$ cat src/rtl/sec_mask_pkg.sv
// Shared definitions for the serial masked gadgets: FSM encoding, randomness
// budget of an N-share DOM-AND and the A2B conversion latency.
package sec_mask_pkg;

   typedef enum logic [1:0] {
      IDLE = 2'd0,
      RUN  = 2'd1,
      DONE = 2'd2
   } a2b_state_e;

   function automatic int rand_and(input int n);
      return n * (n - 1) / 2;
   endfunction

   function automatic int a2b_serial_lat(input int k, input int n);
      return (n - 1) * k + 1;
   endfunction

   // Index of the shared random bit for the cross-domain pair (i, j), i < j.
   function automatic int pair_idx(input int i, input int j, input int n);
      return i * n - (i * (i + 1)) / 2 + (j - i - 1);
   endfunction

endpackage

$ cat src/rtl/sec_dom_and_reg.sv
// N-share 1-bit DOM-AND. Every inner and cross-domain product is registered
// before compression, so q appears one enabled cycle after a/b/rnd.
module sec_dom_and_reg
   import sec_mask_pkg::*;
#(
   parameter int N_SHARES = 3,
   parameter int RANDNUM  = rand_and(N_SHARES)
) (
   input  logic                clk,
   input  logic                rst,
   input  logic                ena,
   input  logic [N_SHARES-1:0] a,
   input  logic [N_SHARES-1:0] b,
   input  logic [RANDNUM-1:0]  rnd,
   output logic [N_SHARES-1:0] q
);

   logic [N_SHARES*N_SHARES-1:0] term;
   logic [N_SHARES*N_SHARES-1:0] term_nxt;

   // Products a_i&b_j; the pair (i,j) and (j,i) share one fresh random bit.
   always_comb begin
      term_nxt = '0;
      for (int i = 0; i < N_SHARES; i++) begin
         for (int j = 0; j < N_SHARES; j++) begin
            if (i == j) begin
               term_nxt[i*N_SHARES+j] = a[i] & b[i];
            end else if (i < j) begin
               term_nxt[i*N_SHARES+j] = (a[i] & b[j]) ^ rnd[pair_idx(i, j, N_SHARES)];
            end else begin
               term_nxt[i*N_SHARES+j] = (a[i] & b[j]) ^ rnd[pair_idx(j, i, N_SHARES)];
            end
         end
      end
   end

   // Term register: the resharing barrier between domains.
   always_ff @(posedge clk or posedge rst) begin
      if (rst) begin
         term <= '0;
      end else if (ena) begin
         term <= term_nxt;
      end
   end

   // Per-domain compression of the registered terms.
   always_comb begin
      q = '0;
      for (int i = 0; i < N_SHARES; i++) begin
         q[i] = ^term[i*N_SHARES +: N_SHARES];
      end
   end

endmodule

$ cat src/rtl/sec_a2b_serial.sv
// Bit-serial arithmetic-to-Boolean mask conversion: shares 1..N-1 are added one
// bit per cycle into a Boolean-masked accumulator through a masked ripple adder.
module sec_a2b_serial
   import sec_mask_pkg::*;
#(
   parameter int K_WIDTH   = 32,
   parameter int N_SHARES  = 3,
   parameter int MASKWIDTH = K_WIDTH * N_SHARES,
   parameter int RANDNUM   = rand_and(N_SHARES)
) (
   input  logic                 clk,
   input  logic                 rst,
   input  logic                 dvld,
   input  logic                 ena,
   input  logic [RANDNUM-1:0]   rnd,
   input  logic [MASKWIDTH-1:0] i_a,
   output logic [MASKWIDTH-1:0] o_b,
   output logic                 ovld
);

   localparam int OW = (N_SHARES - 1) * K_WIDTH;
   localparam int JW = $clog2(K_WIDTH);
   localparam int SW = $clog2(N_SHARES);

   a2b_state_e          state;
   a2b_state_e          state_nxt;
   logic [MASKWIDTH-1:0] breg;
   logic [OW-1:0]        opnd;
   logic [JW-1:0]        j;
   logic [SW-1:0]        s;
   logic [N_SHARES-1:0]  c_reg;
   logic [N_SHARES-1:0]  c_cur;
   logic [N_SHARES-1:0]  q;
   logic [N_SHARES-1:0]  x;
   logic [N_SHARES-1:0]  y;
   logic [N_SHARES-1:0]  sum_bit;
   logic                 last_bit;
   logic                 last_share;
   logic                 dom_en;

   // Accumulator shares rotate right each cycle, so bit j always sits at bit 0.
   // The registered AND makes c = q ^ c_reg; it is forced to 0 on each share's first bit.
   always_comb begin
      x = '0;
      for (int k = 0; k < N_SHARES; k++) begin
         x[k] = breg[k*K_WIDTH];
      end
      y         = '0;
      y[0]      = opnd[0];
      c_cur     = (j == '0) ? '0 : (q ^ c_reg);
      sum_bit   = x ^ y ^ c_cur;
      last_bit  = (j == JW'(K_WIDTH - 1));
      last_share = (s == SW'(N_SHARES - 1));
      dom_en    = ena & (state == RUN);
   end

   sec_dom_and_reg #(
      .N_SHARES (N_SHARES),
      .RANDNUM  (RANDNUM)
   ) u_dom_and (
      .clk (clk),
      .rst (rst),
      .ena (dom_en),
      .a   (x ^ c_cur),
      .b   (y ^ c_cur),
      .rnd (rnd),
      .q   (q)
   );

   // State register.
   always_ff @(posedge clk or posedge rst) begin
      if (rst) begin
         state <= IDLE;
      end else if (ena) begin
         state <= state_nxt;
      end
   end

   // Next-state logic.
   always_comb begin
      state_nxt = state;
      case (state)
         IDLE: begin
            if (dvld) state_nxt = RUN;
            else      state_nxt = IDLE;
         end
         RUN: begin
            if (last_bit && last_share) state_nxt = DONE;
            else                        state_nxt = RUN;
         end
         DONE:    state_nxt = IDLE;
         default: state_nxt = IDLE;
      endcase
   end

   // Datapath: capture, serial masked addition, result publication.
   always_ff @(posedge clk or posedge rst) begin
      if (rst) begin
         breg  <= '0;
         opnd  <= '0;
         j     <= '0;
         s     <= '0;
         c_reg <= '0;
         o_b   <= '0;
         ovld  <= 1'b0;
      end else if (ena) begin
         case (state)
            IDLE: begin
               ovld <= 1'b0;
               if (dvld) begin
                  breg  <= {{(MASKWIDTH-K_WIDTH){1'b0}}, i_a[K_WIDTH-1:0]};
                  opnd  <= i_a[MASKWIDTH-1:K_WIDTH];
                  j     <= '0;
                  s     <= SW'(1);
                  c_reg <= '0;
               end
            end
            RUN: begin
               for (int k = 0; k < N_SHARES; k++) begin
                  breg[k*K_WIDTH +: K_WIDTH] <= {sum_bit[k], breg[k*K_WIDTH+1 +: K_WIDTH-1]};
               end
               opnd <= {1'b0, opnd[OW-1:1]};
               if (last_bit) begin
                  j     <= '0;
                  s     <= s + SW'(1);
                  c_reg <= '0;
               end else begin
                  j     <= j + JW'(1);
                  c_reg <= c_cur;
               end
            end
            DONE: begin
               o_b  <= breg;
               ovld <= 1'b1;
            end
            default: begin
               ovld <= 1'b0;
            end
         endcase
      end
   end

endmodule

$ cat config.mk
export PLATFORM = sky130hd
export DESIGN_NAME = sec_a2b_serial
export DESIGN_NICKNAME = d
export VERILOG_FILES = /design/src/rtl/sec_mask_pkg.sv /design/src/rtl/sec_dom_and_reg.sv /design/src/rtl/sec_a2b_serial.sv
export SDC_FILE = /design/constraint.sdc
export NUM_CORES = 1
export LEC_CHECK = 0
export BUFFER_PORTS_ARGS = -buffer_cell sky130_fd_sc_hd__clkbuf_2
export CORE_ASPECT_RATIO = 0.75
export CORE_UTILIZATION = 55
export DETAILED_ROUTE_END_ITERATION = 8
export MAX_ROUTING_LAYER = met4
export PLACE_DENSITY_LB_ADDON = 0.25
export SLEW_MARGIN = 20
export SYNTH_ARGS = -nofsm -noshare
export SYNTH_HDL_FRONTEND = slang
export SYNTH_SLANG_ARGS = --single-unit
$ cat constraint.sdc
create_clock -name clk -period 11.7 [get_ports clk]
set_clock_uncertainty 0.15 [all_clocks]
set_input_delay 0.585 -clock clk [delete_from_list [all_inputs] [get_ports clk]]
set_output_delay 0.585 -clock clk [all_outputs]
set_load 0.03 [all_outputs]
==> summary.md <==
| Metric | Value |
|---|---|
| Outcome | finished, final reports clean |
| Slew Viols, Final | 0 |
| Worst Tran Pin Value | 1.03 ns |
| Core ar. | 20400 sq um |
| Die Height | 128 um |
| Die W | 170 um |
| R2r startpoint | state[0] |
| # fillers | 1624 |
| IO Count | 200 |
| Initial cell density of the core | 56.8% |
| Post-synth top cells | dfrtp_1, nand2_1, o21ai_0, mux2_2, mux2i_1 |
| Post-Syn Area | 11600 sq um |
| Post-synthesis register bit count | 278 |
| Syn. warnings | 0 |
| Hold Path Depth | 3 |
| Fraction of final layout cells sized beyond drive strength 1 | 29.2% |
| CTS tree | done |
| Fin crit period | 3.38 ns |
| H-tree levels | 1 |
| Worst-path clk slew | 0.06 ns |
| Critical Path Start Type | flop |
| Fmax | 296 MHz |
| Slew headroom | 31.3% |
| Finished Cell Area | 13700 sq um |
| Critical path class | reg2reg |
| Top_reg_cell synth | dfrtp_1 |
| Hold Crit Start | i_a[95] |
| Mapped Cells | 1025 |
| DRC viols | 0 |
| Clk_lat worst skew | 0.52 ns |
| Leading cell types by total area after synthesis | dfrtp_1, mux2_2, mux2i_1, nand2_1, o21ai_0 |
| Static leakage | 6.91 nW |
| Hold Crit Class | in2reg |
| Vias in the first global route | 7485 |
| Seq/Total Area, Yosys | 60.0% |
| Most frequent cell after synthesis | dfrtp_1 |
| GRT overflow | 0 |
| CTS buffer count | 27 |
| Yosys cell types | 31 |
| Gr usage total | 21.9% |
| 1st-pass router iterations | 6 |
| Number of synthesized flops with an enable pin | 0 |
| Antenna-violating nets left | 0 |
| Asr flop ratio synth | 100% |
| Max Cap Violations | 0 |
| CP startpoint | state[0] |
| Largest net degree at the start of global routing | 143 |
| Avg Cell Area, Syn | 11.3 sq um |
| Setup TNS | 0 ns |
| Nets@finish | 1303 |
| Largest regs | breg: 96 flops, o_b: 96 flops, opnd: 64 flops |
| Final Hold Fails | 0 |
| Post-synth net total | 1134 |
| Placer Congestion | 0.781 |
| DR vias | 7759 |
| R2R cell count | 5 |
| Mean routed wirelength per cell | 15.0 um |
| Routed WL | 22500 um |
| HPWL after DPL | 14200 um |
| Tcrit/Tclk final | 28.9% |
| Clock buffer depth | 3 |
| Hold-fix buffer count after cts | 0 |
| Root Buffer | clkbuf_16 |
| Number of antenna violations at the first check in global routing | 1 |
| Max VDD drop | 0.000118 V |
| Critical Path Fanout Max | 101 |
| Top cell type's share of synthesized area | 60.0% |
| Dominant cell type by area after synthesis | dfrtp_1 |
| Via/cell ratio | 5.18 |
| # resized after CTS | 0 |
| Dpl cell area | 12700 sq um |
| Area Overhead vs Synth | 17.8% |
| Drt initial violations | 499 |
| # setup viols final | 0 |
| Element type at the critical path end | flop |
| First-pass GRT wire length | 37600 um |
| CTS Sinks | 278 |
| Post-CTS setup buffers | 0 |
| PwrDens | 182 nW/um^2 |
| Final core utilization | 66.9% |
| Arr. time, crit path | 3.64 ns |
| Die ar. | 21700 sq um |
| Worst path required time | 11.96 ns |
| Row cnt | 45 |
| Port bufs | 199 |
| Unrepaired setup endpoints after global routing | false |
==> final timing paths <==
check	endpoint	slack (ns)
worst max-delay path	s[1]	8.32
worst min-delay path	opnd[63]	0.14
worst max register to register	s[1]	8.32
worst min register to register	opnd[16]	0.33
max in group asynchronous	breg[62]	9.95
min in group asynchronous	breg[59]	0.15
==> worst max-delay path, stage by stage, from the launching register on <==
cell and delay, ns:
dfrtp_1 0.47, o21ai_4 0.66, buf_4 0.64, buf_4 0.78, a21oi_1 0.18, mux2_2 0.32
==> cells in the final DEF, fill, tap and decap left out, types with 2 or more instances in the layout <==
master,instances
dfrtp_1,278
nand2_1,244
clkbuf_2,199
o21ai_0,173
mux2_2,97
mux2i_1,94
clkbuf_16,27
xnor2_1,13
inv_1,10
a21oi_1,6
ha_1,6
clkbuf_8,6
clkinv_2,6
nor2_1,5
nor3_1,5
clkbuf_1,5
buf_4,5
o31ai_1,3
a22o_1,3
bufinv_16,3
and3_1,2
o21a_1,2
xor2_1,2
o21ai_1,2
nand3_1,2
buf_6,2
==> layout make-up <==
type | instances | area (sq um) | share of cell area (%)
clock inverter | 11 | 136 | 0.998
inverter | 11 | 48.8 | 0.357
multi-input combinational | 670 | 4330 | 31.7
antenna | 1 | 2.50 | 0.0183
sequential | 278 | 6960 | 50.9
clock buffer | 38 | 777 | 5.69
timing repair buffer | 206 | 1060 | 7.73
tap | 282 | 353 | 2.58
==> kinds of logic after synthesis <==
| kind of cell | Yosys count | share of synthesized area (%) |
|---|---|---|
| flip-flops | 278 | 60.0 |
| AND/OR/NAND/NOR | 265 | 9.02 |
| AO/OA/AOI/OAI | 192 | 8.55 |
| multiplexers | 191 | 17.5 |
| buffers and inverters | 77 | 2.98 |
| XOR/XNOR | 16 | 1.33 |
| adder cells (fa/ha/maj) | 6 | 0.647 |
==> report_power, final <==
part           internal, mW  leakage [nW]  switching (mW)
sequential             1.08          3.70          0.0805
combinational         0.191          2.76           0.246
clock                 0.528         0.452           0.358
==> per-stage QoR <==
step	hold WS (ns)	instances	worst slack, ns	total power [mW]
final	0.138	1497	8.32	2.48
after global routing	0.148	1497	8.01	2.62
after CTS	0.124	1496	8.33	2.51
after detailed placement	0.320	1447	8.16	1.62
after global placement	0.311	1447	8.21	1.60
after floorplan	0.299	1025	3.30	1.50
==> layer usage <==
layer | part of all wire (%) | vias up | wire length, um | track usage [%]
met5 | 0 | - | 0 | -
met4 | 1.6 | 0 | 352 | 4.24
met3 | 5.8 | 44 | 1300 | 5.43
met2 | 44 | 172 | 9860 | 32.3
met1 | 49 | 3732 | 11000 | 31.1
li1 | - | 3811 | - | -
(Power assumes the default switching activity.)
